[src/rtl/walk_phase_server.sv]
// Pedestrian walk-phase sequencer: stop traffic, wait for clearance, WALK, flashing DON'T WALK,
// then a recovery gap. Optional Chirp output is enabled by defining WALK_CHIRP_EN.
module walk_phase_server #(
    parameter int unsigned WALK_TICKS  = 7,
    parameter int unsigned FLASH_TICKS = 5,
    parameter int unsigned GAP_TICKS   = 10,
    parameter int unsigned CNT_W       = 5
) (
    input  logic clk,
    input  logic rst_n,
    input  logic tick_1hz,
    input  logic WR,
    input  logic Veh_Clear,
    output logic Walk_Stop_Req,
    output logic Walk_Lamp,
    output logic DontWalk_Lamp,
    output logic WR_Reset,
    output logic Busy
`ifdef WALK_CHIRP_EN
    ,
    output logic Chirp
`endif
);

    typedef enum logic [2:0] {
        StIdle,
        StWaitClear,
        StWalk,
        StFlash,
        StGap
    } state_e;

    localparam logic [CNT_W-1:0] CntOne = CNT_W'(1);

    state_e           state_q, state_d;
    logic [CNT_W-1:0] cnt_q, cnt_d;
    logic             stop_q, stop_d;
    logic             walk_q, walk_d;
    logic             dw_q, dw_d;
    logic             wrr_q, wrr_d;
    logic             busy_q, busy_d;

    // Next state and tick counter; timed states leave on the tick that finds the counter at 1.
    always_comb begin
        state_d = state_q;
        cnt_d   = cnt_q;
        unique case (state_q)
            StIdle: begin
                if (WR) state_d = StWaitClear;
            end
            StWaitClear: begin
                if (Veh_Clear) begin
                    state_d = StWalk;
                    cnt_d   = CNT_W'(WALK_TICKS);
                end
            end
            StWalk: begin
                if (tick_1hz) begin
                    if (cnt_q == CntOne) begin
                        state_d = StFlash;
                        cnt_d   = CNT_W'(FLASH_TICKS);
                    end else begin
                        cnt_d = cnt_q - CntOne;
                    end
                end
            end
            StFlash: begin
                if (tick_1hz) begin
                    if (cnt_q == CntOne) begin
                        state_d = StGap;
                        cnt_d   = CNT_W'(GAP_TICKS);
                    end else begin
                        cnt_d = cnt_q - CntOne;
                    end
                end
            end
            StGap: begin
                if (tick_1hz) begin
                    if (cnt_q == CntOne) begin
                        state_d = StIdle;
                        cnt_d   = '0;
                    end else begin
                        cnt_d = cnt_q - CntOne;
                    end
                end
            end
            default: begin
                state_d = StIdle;
                cnt_d   = '0;
            end
        endcase
    end

    // Outputs are decoded from the next state so they register alongside it.
    always_comb begin
        stop_d = (state_d == StWaitClear) || (state_d == StWalk) || (state_d == StFlash);
        walk_d = (state_d == StWalk);
        busy_d = (state_d != StIdle);
        wrr_d  = (state_q == StWaitClear) && (state_d == StWalk);
        dw_d   = 1'b1;
        if (state_d == StWalk) begin
            dw_d = 1'b0;
        end else if ((state_d == StFlash) && (state_q == StFlash)) begin
            dw_d = tick_1hz ? ~dw_q : dw_q;
        end
    end

    always_ff @(posedge clk or negedge rst_n) begin
        if (!rst_n) begin
            state_q <= StIdle;
            cnt_q   <= '0;
            stop_q  <= 1'b0;
            walk_q  <= 1'b0;
            dw_q    <= 1'b1;
            wrr_q   <= 1'b0;
            busy_q  <= 1'b0;
        end else begin
            state_q <= state_d;
            cnt_q   <= cnt_d;
            stop_q  <= stop_d;
            walk_q  <= walk_d;
            dw_q    <= dw_d;
            wrr_q   <= wrr_d;
            busy_q  <= busy_d;
        end
    end

    assign Walk_Stop_Req = stop_q;
    assign Walk_Lamp     = walk_q;
    assign DontWalk_Lamp = dw_q;
    assign WR_Reset      = wrr_q;
    assign Busy          = busy_q;

`ifdef WALK_CHIRP_EN
    logic chirp_q, chirp_d;

    // In FLASH, chirp on alternate ticks: those that find the lamp lit (ticks 1, 3, 5, ...).
    always_comb begin
        chirp_d = tick_1hz && ((state_q == StWalk) || ((state_q == StFlash) && dw_q));
    end

    always_ff @(posedge clk or negedge rst_n) begin
        if (!rst_n) begin
            chirp_q <= 1'b0;
        end else begin
            chirp_q <= chirp_d;
        end
    end

    assign Chirp = chirp_q;
`endif

endmodule
[config.mk]
export PLATFORM = sky130hd
export DESIGN_NAME = walk_phase_server
export DESIGN_NICKNAME = d
export VERILOG_FILES = /design/src/rtl/walk_phase_server.sv
export SDC_FILE = /design/constraint.sdc
export NUM_CORES = 1
export LEC_CHECK = 0
export CORE_MARGIN = 2
export CORE_UTILIZATION = 57
export DETAILED_ROUTE_END_ITERATION = 7
export PLACE_DENSITY = 0.81
export SLEW_MARGIN = 20
export SYNTH_ARGS = -nofsm -noshare
export SYNTH_HDL_FRONTEND = slang
export SYNTH_SLANG_ARGS = --single-unit
[constraint.sdc]
create_clock -name clk -period 2.7 [get_ports clk]
set_clock_uncertainty 0.15 [all_clocks]
set_input_delay 0.675 -clock clk [delete_from_list [all_inputs] [get_ports clk]]
set_output_delay 0.675 -clock clk [all_outputs]
set_load 0.03 [all_outputs]
# After elaboration in Yosys (flattened, before gate mapping)
# Index checks and enable logic that the tools add are counted.
[totals]
reg_bits = 13
latch_bits = 0
ram_bits = 0
rom_bits = 0
output_inout_bits = 5
memories = 0
[classes]
n_addsub = 1
n_mul = 0
n_div = 0
magnitude_cmp = 0
eq_ne = 13
shifts = 0
mux = 20
n_bitwise = 2
reduce_logical = 7
[ops]
columns = ["operator", "count"]
rows = [
  ["two-way mux 5 bit", 7],
  ["case mux 5 bit (5 select lines)", 1],
  ["two-way mux 3 bit", 8],
  ["case mux 3 bit (5 select lines)", 1],
  ["equality test 3 x 2 -> 1 bit (second input constant)", 4],
  ["!= test 2 bit (second input constant)", 4],
  ["equality test 3 x 1 -> 1 bit (second input constant)", 2],
  ["equality test 5 x 1 -> 1 bit (second input constant)", 1],
  ["AND reduction 5 bit", 1],
  ["subtractor 5 x 1 -> 5 bit (second input constant)", 1],
  ["equality test 3 bit (second input constant)", 1],
  ["logical NOT 3 bit", 1],
  ["two-way mux 1 bit", 3],
  ["!= test 3 bit (second input constant)", 1],
  ["nonzero test 3 bit", 1],
  ["logical AND 1 bit", 2],
  ["logical OR 1 bit", 2],
  ["inverter 1 bit", 2],
]

# Logic depth before layout (Yosys ltp)
[logic_depth]
ltp_word = 8
ltp_mapped = 7
depth_no_buf = 6

# Least setup slack after synthesis
# No wires, ideal clock.
[synth_timing]
path_kind = "input to register"
startpoint = "in Veh_Clear"
endpoint = "reg cnt_q[3]"
setup_ns = 0.126
arrival_time_ns = 1.547
setup_slack_ns = 0.877
path_stages = 4
cell_sequence = "a21oi_1 > o21a_1 > or2_0 > o311a_1"
[synth_via]
elab_chain_len = 2
[synth_lines]
columns = ["element", "line", "source"]
rows = [
  ["start: declaration", "13", "input logic Veh_Clear,"],
  ["!= test 2 bit (no source line)", "-", ""],
  ["AND reduction 5 bit (no source line)", "-", ""],
  ["end signal: assignment", "119", "cnt_q <= cnt_d;"],
  ["end: declaration", "36", "logic [CNT_W-1:0] cnt_q, cnt_d;"],
]
# No other way between the ends.
# A chain may end at the register's enable or synchronous reset.

# Worst setup path after layout
[layout_timing]
startpoint = "reg dw_q (netlist: DontWalk_Lamp)"
endpoint = "out DontWalk_Lamp"
[layout_lines]
columns = ["element", "line", "source"]
rows = [
  ["start: declaration", "39", "logic dw_q, dw_d;"],
  ["start signal: assignment", "122", "dw_q <= dw_d;"],
  ["end: declaration", "16", "output logic DontWalk_Lamp,"],
]
# No word-level cell between the ends.

==> results by stage <==
Outcome:
- The run finished with clean final reports.

Worst setup path:
- For the worst setup path, the data required time is 1.88 ns.
- The critical path goes through clkdlybuf4s50_1.
- On the critical path the largest part of the delay comes from buffers and inverters.
- The library cell contributing the largest single delay on the critical path is clkdlybuf4s50_1.
- Data arrives at the worst endpoint at 1.48 ns.
- The kind of end point of the critical path is an output port.
- Across all register-to-register paths, the minimum setup slack is 0.52 ns.
- The combined buffer and inverter count along the critical path is 1.
- STA classifies the critical path startpoint as a flop.
- The class of the most critical setup path is flop to output port.
- The peak fanout along the critical path is 2.
- In this design, the stage delay of the slowest critical-path cell is 0.67 ns.

Layout:
- Fill cells in the final layout number 107.
- The number of antenna cells inserted is 0.
- Excluding fillers, the count of instances in the completed layout stands at 111.
- The most common library cell in the layout ignoring fill and taps is dfrtp_1.
- The relative area change from synthesis to final layout is 12.58%.
- The post-layout net count is 104.
- Leaving out fill and tap cells, the most frequent cells in the layout are 12 x dfrtp_1, 9 x clkdlybuf4s50_1, 6 x inv_1, 6 x nor2_1, 6 x o21ai_0.
- With fillers left out, the area of the finished cells amounts to 929.6 sq um.
- The fraction of layout cells with a size suffix above 1 is 0.1250.

Synthesis:
- Ranked by total cell area, the synthesized netlist is headed by dfrtp_1 36%, o21ai_0 3.6%, a211oi_1 3.6%.
- After synthesis, the netlist uses 38 different library cells.
- Of the synthesized area, sequential elements account for 0.3955.
- In this run, synthesis inferred 0 flip-flops with an integrated enable.
- The synthesis warning total is 0.
- The cell count after synthesis is 88.
- The share of synthesized area in the top cell type comes to 0.3636.
- The mapped netlist covers 825.8 sq um.
- A synthesized cell averages 9.384 sq um.
- The number of register bits inferred by synthesis is 13.
- The most common flop cell mapped by yosys is dfrtp_1.
- Of all flip-flops after synthesis, the portion carrying an async set or reset was 1.000.
- The number of nets in the synthesized netlist is 95.
- The cell taking the most area after synthesis is dfrtp_1.

STA:
- For the final routed database, the setup TNS stands at 0 ns.
- Setup repair after global routing left no endpoint under its margin.
- In the post-route analysis, the smallest setup slack over all paths is 0.3931 ns.
- The final hold violation count is 0.
- The number of slew-limit violations in the final report was 0.
- Measured against its own limit, the worst slew margin works out to 0.6166.
- Counting I/O delays and the setup requirement, the final critical path takes 2.307 ns.
- Setup violations remaining at the end of the flow were counted as 0.
- The transition time at the pin with the least slew margin is 0.5733 ns.
- The post-route fraction of the period consumed by the critical path is 0.8544.
- Static timing analysis puts the maximum clock frequency at 0.4335 GHz.

Route:
- After the first detailed-routing iteration, the DRC count stood at 29.
- The post-route antenna net violation count is 0.
- The number of detailed-routing iterations run before antenna repair is 4.
- The overall routed net length is 1669 um.
- Summing over every cut layer, the via total after detailed routing is 672.
- After detailed routing, the number of remaining DRC violations is 0.
- Dividing the detail-routed via count by the number of cells gives 6.054.
- After detailed routing, the average wire length per cell comes to 15.04 um.

Placed design:
- Timing analysis after detailed placement gives a worst setup slack of 0.2220 ns.
- Detailed placement ended at an HPWL of 1175 um.
- The placed cell count is 107.
- In this run the cell area measured after placement is 902.1 sq um.
- Port buffering added 9 buffers.
- The final weighted congestion in routability-driven placement is 0.8821.

Global route:
- The number of global-route vias before repair is 649.
- The remaining global-route overflow is 0.
- The number of antenna violations at the first check in global routing is 0.
- The combined global-route utilization of all metal layers is 0.2144.
- Entering global routing, the biggest net connects 20 pins.
- The wire length of the first global-routing pass is 2849 um.

Run:
- Max-cap violations in this run came to 0.

Die:
- The die is 42.06 um tall.
- After floorplanning, the core was divided into 13 placement rows.
- The die boundary width is 42.06 um.
- The number of placed I/O pins is 10.
- The floorplan step defined a die boundary enclosing 1769 sq um.
- The core area is 1334 sq um.
- For this configuration, the core starts out at a cell density of 0.6191.

Clocking:
- The H-tree depth is 1.
- The number of buffers on the longest clock path is 2.
- For this design, the CTS-stage hold fixing added 0 buffers.
- Once the clock tree was built, the setup fixing pass inserted 0 buffers.
- The number of clock buffers added by TritonCTS is 3.
- The total clock sinks is 13.
- The clock tree from TritonCTS is built.
- The post-cts gate resize count is 0.
- The root buffer cell is clkbuf_4.
- The clock input transition at the sequential cells of the worst setup and hold paths is 0.07 ns.
- For the worst-skew pair, the clock arrives at the later sink with an insertion delay of 0.28 ns.

Power:
- Summed over all cells, the static leakage comes to 0.3806 nW.
- VDD sags by at most 0.6103 mV.
- The power per cell area is 1186 nW/um^2.

Worst hold path:
- The kind of path behind the tightest hold check is flop to flop.
==> synthesized netlist by cell type (2+ instances only) <==
cell type and number:
xor2_1 2, buf_2 2, a211oi_1 4, nand2b_1 3
inv_1 6, ha_1 2, a21oi_1 4, nor2_1 6
nand2_1 5, o21ai_0 6, o22ai_1 4, nor2b_1 2
dfrtp_1 12, nor3_1 4, nand3_1 2, a2bb2oi_1 2
==> through the flow <==
step | hold slack, ns | utilization | power (mW)
after floorplan | 0.2294 | - | 0.8403
after global placement | 0.4016 | 0.6764 | 0.9593
after detailed placement | 0.4064 | 0.6764 | 0.9726
after CTS | 0.4234 | 0.6970 | 1.099
after global routing | 0.4642 | 0.6970 | 1.190
final | 0.4296 | 0.6970 | 1.103
==> final cells by class <==
type | instances | area [sq um] | area share
timing repair buffer | 9 | 90.09 | 0.09690
clock inverter | 1 | 5.005 | 0.005384
tap | 15 | 18.77 | 0.02019
clock buffer | 3 | 22.52 | 0.02423
inverter | 6 | 22.52 | 0.02423
sequential | 13 | 326.6 | 0.3513
multi-input combinational | 64 | 444.2 | 0.4778
==> logic make-up after synthesis <==
logic type	count (synthesis)	synth area share
adders and majority gates	2	0.03030
and+or+nand+nor	28	0.2015
muxes	2	0.02576
buffers and inverters	11	0.06666
xor gates and xnor gates	3	0.03182
DFF	13	0.3955
AOI/OAI and AO/OA	29	0.2485
==> sequential cells by signal (all words and copies together), names as in the netlist <==
signal and flops:
WR_Reset 1, Walk_Lamp 1, Busy 1, state_q 3
Walk_Stop_Req 1, DontWalk_Lamp 1, cnt_q 5
==> power by group <==
group | switching [mW] | leakage (nW) | internal, mW | total, mW
clock | 0.0655 | 0.0177 | 0.0549 | 0.120
combinational | 0.296 | 0.212 | 0.273 | 0.569
sequential | 0.132 | 0.151 | 0.281 | 0.413
==> final timing paths <==
check | start | to | depth (start not counted)
min reg2reg | cnt_q[1] | cnt_q[1] | 1
min in group asynchronous | rst_n | Busy | 1
min | cnt_q[1] | cnt_q[1] | 1
max | DontWalk_Lamp | DontWalk_Lamp | 1
max reg2reg | cnt_q[1] | state_q[1] | 6
max in group asynchronous | rst_n | DontWalk_Lamp | 1
==> per-layer routing <==
metal | vias up | track usage | routed length [um]
met3 | 4 | 0.07328 | 121
li1 | 334 | - | -
met1 | 302 | 0.2880 | 803
met2 | 32 | 0.3063 | 711
met4 | 0 | 0.1063 | 33
met5 | - | 0 | 0
No activity file was read; power rests on OpenSTA's default activity.
